--- config.mk ---
export PLATFORM = sky130hd
export DESIGN_NAME = count_serializer
export DESIGN_NICKNAME = d
export VERILOG_FILES = /design/src/rtl/count_serializer.sv
export SDC_FILE = /design/constraint.sdc
export NUM_CORES = 1
export LEC_CHECK = 0
export BUFFER_PORTS_ARGS = -buffer_cell sky130_fd_sc_hd__buf_4
export CAP_MARGIN = 10
export CORE_UTILIZATION = 49
export DETAILED_ROUTE_END_ITERATION = 12
export GPL_TIMING_DRIVEN = 0
export PLACE_DENSITY = 0.73
export SETUP_SLACK_MARGIN = 0.3
export SLEW_MARGIN = 20
export SYNTH_ARGS = -nofsm -noshare
export SYNTH_HDL_FRONTEND = slang
export SYNTH_SLANG_ARGS = --single-unit
export TNS_END_PERCENT = 50
--- constraint.sdc ---
create_clock -name clk -period 1.9 [get_ports clk]
set_input_delay 0.19 -clock clk [delete_from_list [all_inputs] [get_ports clk]]
set_output_delay 0.19 -clock clk [all_outputs]
set_load 0.02 [all_outputs]
--- src/rtl/count_serializer.sv ---
`default_nettype none
// ============================================================================
//  Module      : count_serializer
//  Description : Frames an 8-bit parallel word (from an upstream counter) into
//                a chip-selected, MSB-first serial stream with a divided serial
//                clock. The receiver samples sdo on the rising edge of sclk.
//
//  Parameters  : CLK_DIV - clk cycles per sclk half-period (1..15)
//
//  Ports       : clk   in   sole clock, rising edge
//                rst   in   asynchronous active-high reset
//                start in   frame request, accepted only while ready=1
//                din   in   [7:0] parallel word, sampled on the accepting edge
//                ready out  high only while idle
//                cs_n  out  frame select, active-low
//                sclk  out  serial clock, idles low
//                sdo   out  serial data, MSB first
//                done  out  one-cycle pulse ending each frame
//
//  Build macro : SER_PARITY_EN - when defined, a ninth even-parity bit (XOR of
//                the eight captured bits) is sent after bit 0.
//
//  Revision    : 1.0 - initial release
// ============================================================================
module count_serializer #(
    parameter int CLK_DIV = 2
) (
    input  logic       clk,
    input  logic       rst,
    input  logic       start,
    input  logic [7:0] din,
    output logic       ready,
    output logic       cs_n,
    output logic       sclk,
    output logic       sdo,
    output logic       done
);

`ifdef SER_PARITY_EN
    localparam int N_BITS = 9;
`else
    localparam int N_BITS = 8;
`endif
    localparam int SR_W = N_BITS;

    localparam logic [1:0] S_IDLE  = 2'd0;
    localparam logic [1:0] S_SETUP = 2'd1;
    localparam logic [1:0] S_SHIFT = 2'd2;
    localparam logic [1:0] S_DONE  = 2'd3;

    // Divider is always 4 bits so it covers the largest legal CLK_DIV.
    localparam logic [3:0] DIV_LAST = 4'(CLK_DIV - 1);
    localparam logic [3:0] BIT_LOAD = 4'(N_BITS);

    logic [1:0]      state;
    logic [1:0]      state_next;
    logic [3:0]      div_cnt;
    logic [3:0]      bit_cnt;
    logic [SR_W-1:0] shreg;
    logic            sclk_phase;   // 1 during the high half of a bit
    logic            phase_end;
    logic [SR_W-1:0] load_word;

    assign phase_end = (div_cnt == DIV_LAST);

`ifdef SER_PARITY_EN
    assign load_word = {din, ^din};
`else
    assign load_word = din;
`endif

    // ------------------------------------------------------------------
    // State register
    // ------------------------------------------------------------------
    always_ff @(posedge clk or posedge rst) begin
        if (rst) begin
            state <= S_IDLE;
        end else begin
            state <= state_next;
        end
    end

    // ------------------------------------------------------------------
    // Next-state logic
    // ------------------------------------------------------------------
    always_comb begin
        state_next = state;
        case (state)
            S_IDLE: begin
                if (start) begin
                    state_next = S_SETUP;
                end
            end
            S_SETUP: begin
                if (phase_end) begin
                    state_next = S_SHIFT;
                end
            end
            S_SHIFT: begin
                // Last low phase of the last bit: counter is about to hit zero.
                if (phase_end && !sclk_phase && (bit_cnt == 4'd1)) begin
                    state_next = S_DONE;
                end
            end
            S_DONE: begin
                state_next = S_IDLE;
            end
            default: begin
                state_next = S_IDLE;
            end
        endcase
    end

    // ------------------------------------------------------------------
    // Datapath: divider, sclk phase, bit counter, shift register
    // ------------------------------------------------------------------
    always_ff @(posedge clk or posedge rst) begin
        if (rst) begin
            div_cnt    <= 4'd0;
            bit_cnt    <= 4'd0;
            shreg      <= '0;
            sclk_phase <= 1'b0;
        end else begin
            case (state)
                S_IDLE: begin
                    div_cnt    <= 4'd0;
                    sclk_phase <= 1'b0;
                    if (start) begin
                        shreg   <= load_word;
                        bit_cnt <= BIT_LOAD;
                    end
                end
                S_SETUP: begin
                    if (phase_end) begin
                        div_cnt    <= 4'd0;
                        sclk_phase <= 1'b1;
                    end else begin
                        div_cnt <= div_cnt + 4'd1;
                    end
                end
                S_SHIFT: begin
                    if (phase_end) begin
                        div_cnt <= 4'd0;
                        if (sclk_phase) begin
                            sclk_phase <= 1'b0;
                        end else begin
                            // End of a low phase: next bit appears on sdo.
                            // On the final bit the FSM leaves SHIFT, so the
                            // phase must stay low to keep sclk quiet.
                            bit_cnt    <= bit_cnt - 4'd1;
                            shreg      <= {shreg[SR_W-2:0], 1'b0};
                            sclk_phase <= (bit_cnt != 4'd1);
                        end
                    end else begin
                        div_cnt <= div_cnt + 4'd1;
                    end
                end
                default: begin
                    div_cnt    <= 4'd0;
                    bit_cnt    <= 4'd0;
                    shreg      <= '0;
                    sclk_phase <= 1'b0;
                end
            endcase
        end
    end

    // ------------------------------------------------------------------
    // Output decode (registered state and registered phase only)
    // ------------------------------------------------------------------
    always_comb begin
        ready = 1'b0;
        cs_n  = 1'b1;
        sclk  = 1'b0;
        sdo   = 1'b0;
        done  = 1'b0;
        case (state)
            S_IDLE: begin
                ready = 1'b1;
            end
            S_SETUP: begin
                cs_n = 1'b0;
                sdo  = shreg[SR_W-1];
            end
            S_SHIFT: begin
                cs_n = 1'b0;
                sclk = sclk_phase;
                sdo  = shreg[SR_W-1];
            end
            S_DONE: begin
                done = 1'b1;
            end
            default: begin
                ready = 1'b0;
            end
        endcase
    end

endmodule
`default_nettype wire

# Yosys cells after proc, flatten, opt, wreduce, memory -nomap -nowiden
# Cells that the tools add are included.
[classes]
muxes = 23
n_eq_ne = 11
bitwise = 1
n_addsub = 2
n_reduce_logical = 8
[op_table]
columns = ["operator", "count"]
rows = [
  ["two-way mux 8 bit", 3],
  ["case mux 8 bit (3 select lines)", 1],
  ["two-way mux 4 bit", 5],
  ["case mux 4 bit (3 select lines)", 1],
  ["!= test 2 bit (second input constant)", 5],
  ["equality test 4 x 1 -> 1 bit (second input constant)", 2],
  ["two-way mux 1 bit", 8],
  ["case mux 2 bit (4 select lines)", 1],
  ["two-way mux 2 bit", 3],
  ["adder 4 x 1 -> 4 bit (second input constant)", 1],
  ["equality test 2 bit (second input constant)", 2],
  ["!= test 4 x 1 -> 1 bit (second input constant)", 1],
  ["AND reduction 4 bit", 1],
  ["subtractor 4 x 1 -> 4 bit (second input constant)", 1],
  ["AND reduction 3 bit", 1],
  ["equality test 2 x 1 -> 1 bit (second input constant)", 1],
  ["logical AND 1 bit", 2],
  ["logical NOT 2 bit", 1],
  ["case mux 1 bit (2 select lines)", 1],
  ["AND reduction 2 bit", 1],
  ["OR reduction 2 bit", 1],
  ["logical NOT 1 bit", 1],
  ["NOT 1 bit", 1],
]
[word_totals]
output_inout_bits = 5
reg_bits = 19

# Longest topological paths before layout
[depth]
ltp_word = 5
mapped_depth = 8

# Least setup slack after synthesis
# No wires, ideal clock.
[synth_path]
kind = "reg-to-reg"
from = "reg state[0]"
to = "reg state[1]"
t_arrival_ps = 1745
period_less_slack_ps = 1825
required_ps = 1821
stages_incl_launch_ff = 8
path_slack_ps = 75
path_cell_list = "dfrtp_1 inv_1 ha_1 clkbuf_1 and2_1 a211o_1 a221oi_2 mux2i_1"
[synth_via]
elab_chain_len = 3
elab_cells_between_ends = 9
classes_between = "eq/ne: 6; mux: 1; reduce/logical: 2"
[synth_rtl]
columns = ["item", "line_no", "rtl"]
rows = [
  ["from (decl)", "55", "logic [1:0] state;"],
  ["from (signal assigned)", "79", "state <= state_next;"],
  ["equality test 2 bit (tied with other cells)", "88", "case (state)"],
  ["!= test 2 bit (no source line)", "-", ""],
  ["AND reduction 3 bit (no source line)", "-", ""],
]
# Several ways; a longest one is shown, not always the timed one.
# A chain may end at the register's enable or synchronous reset.

# Worst setup path after layout
[layout_path]
from = "reg div_cnt[1]"
to = "reg state[1]"
[layout_via]
elab_chain_len = 5
elab_cells_between_ends = 6
classes_between = "eq/ne: 3; reduce/logical: 3"
[layout_rtl]
columns = ["item", "line_no", "rtl"]
rows = [
  ["from (decl)", "57", "logic [3:0] div_cnt;"],
  ["from (signal assigned)", "138", "div_cnt <= div_cnt + 4'd1;"],
  ["from (signal assigned)", "155", "div_cnt <= div_cnt + 4'd1;"],
  ["equality test 4 x 1 -> 1 bit *", "64", "assign phase_end = (div_cnt == DIV_LAST);"],
  ["logical AND 1 bit (2 in a row)", "101", "if (phase_end && !sclk_phase && (bit_cnt == 4'd1)) begin"],
  ["!= test 2 bit (no source line)", "-", ""],
  ["AND reduction 3 bit (no source line) *", "-", ""],
]
# Mark *: on every way between the ends. The rest lies on a longest branch, timed or not.

==> run_results.csv <==
group,metric,value,unit
setup_path,endpoint,"state[1]",
sta,fin_crit,1.897,ns
synth,synth_top_flop_cell,"dfrtp_1",
cts,insertion_delay,0.31,ns
detailed_routing,routedWlPerCell,13.47,um
sta,fin_setup_tns,0,ns
floorplanning,rows,16,
floorplanning,dieArea,2289,um2
cts,clk_pin_slew,0.11,ns
pwr,pwr_density_cell,1917,nW/um2
pwr,combPwrFrac,63.4,%
synth,yosysWarnings,0,
synth,synth_enable_flop_cells,0,
detailed_routing,ant_nets,0,
setup_path,critPathLaunchType,"flop",
setup_path,startpoint,"div_cnt[1]",
detailed_routing,drt-vias-per-instance,5.250,
pwr,p_leak,0.0006313,uW
sta,hold_viol_final,10,
pwr,seqPwrFrac,28.3,%
detailed_routing,via_count,819,
pwr,swShare,43.61,%
setup_path,cp_max_fo,5,
final_layout,syn_to_final_growth,27.70,%
floorplanning,start_util,52.49,%
global_routing,grt_max_degree,20,
final_layout,final_layout_size_suffix_gt1_share,32.56,%
synth,yosysTopAreaCellShare,46.17,%
global_routing,antenna_found_initial,0,
cts,cts-root-buf,"clkbuf_4",
cts,cts_sinks,19,
global_routing,grt_pass1_vias,782,
synth,synth.most_common_cell,"dfrtp_1",
cts,cts_inserted_buffers,3,
synth,synth_cells,103,
global_routing,grt_usage,20.58,%
cts,cts_tree,"built",
detailed_routing,first_pass_iters,4,
final_layout,num_antenna_cells,0,
sta,rsz0062_at_grt,"yes",
cts,h-tree-depth,1,
sta,setup_slack,0.003080,ns
final_layout,regArea,475.5,um2
outcome,status,"complete, but fails checks",
place,place_ws,-0.03195,ns
floorplanning,core_area,1962,um2
setup_path,required,2.13,ns
synth,synth_nets,122,
synth,synth-seq-area-share,46.17,%
setup_path,reg2reg_slack,0.003,ns
setup_path,arrival,2.13,ns
setup_path,path_class,"flop to flop",
global_routing,grt_pass1_wl,3208,um
detailed_routing,drc,0,
synth,synth_area_leader_cell,"dfrtp_1",
place,io_buffers,15,
cts,cts_buffer_depth,2,
sta,setup_viol,0,
sta,skew,0.006844,ns
final_layout,nFillCells,160,
synth,postSynthAreaPerCell,9.997,um2
setup_path,cp-end-kind,"flop",
final_layout,multi_input_area,523.0,um2
sta,slew_viol_final,0,
setup_path,r2r_cells,7,
outcome,violations,"hold timing",
pwr,switchingPower,1099,uW
floorplanning,die_h,47.84,um
final_layout,fin_nets,149,
detailed_routing,postRouteWirelength,2101,um
place,dpl.hpwl,1424,um
pwr,internal_power,1422,uW
synth,synth.area.top_cells,"dfrtp_1 (46%), ha_1 (9.7%), a22oi_1 (5.1%)",
worst_hold_path,min_path_type,"primary input to asynchronous set/reset pin",
sta,slew_headroom,51.68,%
flow_run,cap_violations,0,
global_routing,grt_overflow_total,0,
pwr,vdd_ir_drop_max,1018,uV
place,gp_congestion,0.7152,
synth,synth-seq-cells,19,
sta,worst_slew_pin_slew,0.7240,ns
floorplanning,ios,16,
pwr,power.clock.fraction,8.3,%
synth,ys_types,30,
sta,min_period_over_period,99.84,%
setup_path,reg2reg_from,"div_cnt[1]",
detailed_routing,drtIter0Drc,14,
setup_path,worstReg2RegEnd,"state[1]",
synth,async_flop_share,100.0,%
final_layout,final_core_util,67.03,%
sta,finalHoldWorstSlack,-0.007118,ns
floorplanning,die_w,47.84,um
sta,fmax,527.2,MHz
synth,syn_area,1030,um2
synth,synthTopCellsByCount,"dfrtp_1 (19), nor2_1 (14), a21oi_1 (10)",
## metal layers
metal,track usage (%),vias to the layer above,wire (um)
met2,35.14,13,1100
met4,10.56,0,54
met5,0,-,0
met1,24.07,395,892
met3,4.528,7,54
li1,-,404,-
## layout make-up
type                    instances  share of cell area, %
plain buffers                   6                  4.091
clock buffers                   4                  1.998
inverters                       9                  2.569
multi-input cells              69                  39.77
flip-flops and latches         19                  36.16
well taps                      27                  2.569
repair buffers                 22                  12.84
## critical path: stages, from the launching register on
cell	delay [ns]
dfrtp_1	0.39
inv_1	0.06
ha_1	0.12
or3b_4	0.37
buf_6	0.14
a211o_1	0.27
a221oi_2	0.25
mux2i_1	0.22
## state kept, by name, summed over array words and instances (netlist names)
signal and flops:
state 2, shreg 8, bit_cnt 4, sclk_phase 1
div_cnt 4
## layout by cell type (no fill, tap or decap), drive strengths merged
master,instances
a2bb2oi,1
o21ai,2
inv,9
a21oi,10
a2111oi,1
buf,27
or3b,1
a22o,1
mux2i,2
ha,8
and2,2
nor3,1
o31ai,1
a221oi,1
o22ai,1
nor2b,2
a211oi,1
a22oi,7
dfrtp,19
o211ai,1
nor4b,1
xor2,2
nand2,5
nor2,14
nand3,2
a211o,1
xnor2,1
clkbuf,5
## per-stage QoR
stage / cell area (um2) / power (uW) / cells / hold slack, ns
after floorplan: 1040 / 1745 / 103 / 0.1411
after global placement: 1186 / 2024 / 145 / 0.3508
after detailed placement: 1186 / 2086 / 145 / 0.3525
after CTS: 1276 / 2433 / 155 / 0.01249
after global routing: 1315 / 2720 / 156 / 0.07427
final: 1315 / 2521 / 156 / -0.007118
## what timing repair did
action	in CTS	in global routing
endpoints found under the setup margin	17	18
resized for setup	5	12
hold buffers	0	0
pin swaps	0	1
setup buffers	6	1
## worst min-delay path by stage
| stage | from | to | slack, ns | cells past startpoint |
|---|---|---|---|---|
| 6_report | rst | shreg[6] | -0.007 | 2 |
| 5_1_grt | rst | state[1] | 0.07 | 2 |
| 4_1_cts | rst | div_cnt[0] | 0.01 | 2 |
| 3_5_place_dp | rst | div_cnt[2] | 0.35 | 2 |
| 3_3_place_gp | rst | state[1] | 0.35 | 2 |
| 2_1_floorplan | rst | bit_cnt[0] | 0.14 | 1 |
## power groups by stage
stage          clock (uW)  combinational, uW  sequential [uW]
2_1_floorplan           0               1060              683
3_3_place_gp            0               1320              704
3_5_place_dp            0               1370              719
4_1_cts               213               1520              703
5_1_grt               229               1760              730
6_report              210               1600              712
## kinds of logic (layout without fill, tap and decap cells)
logic type | Yosys count | after routing | share of synthesized area [%]
AOI/OAI and AO/OA | 28 | 28 | 20.41
and+or+nand+nor | 28 | 28 | 12.51
DFF | 19 | 19 | 46.17
buffers and inverters | 15 | 41 | 6.682
adders and majority gates | 8 | 8 | 9.721
xor gates and xnor gates | 3 | 3 | 2.552
muxes | 2 | 2 | 1.944
Note: power is estimated with default switching activity, not from simulation.
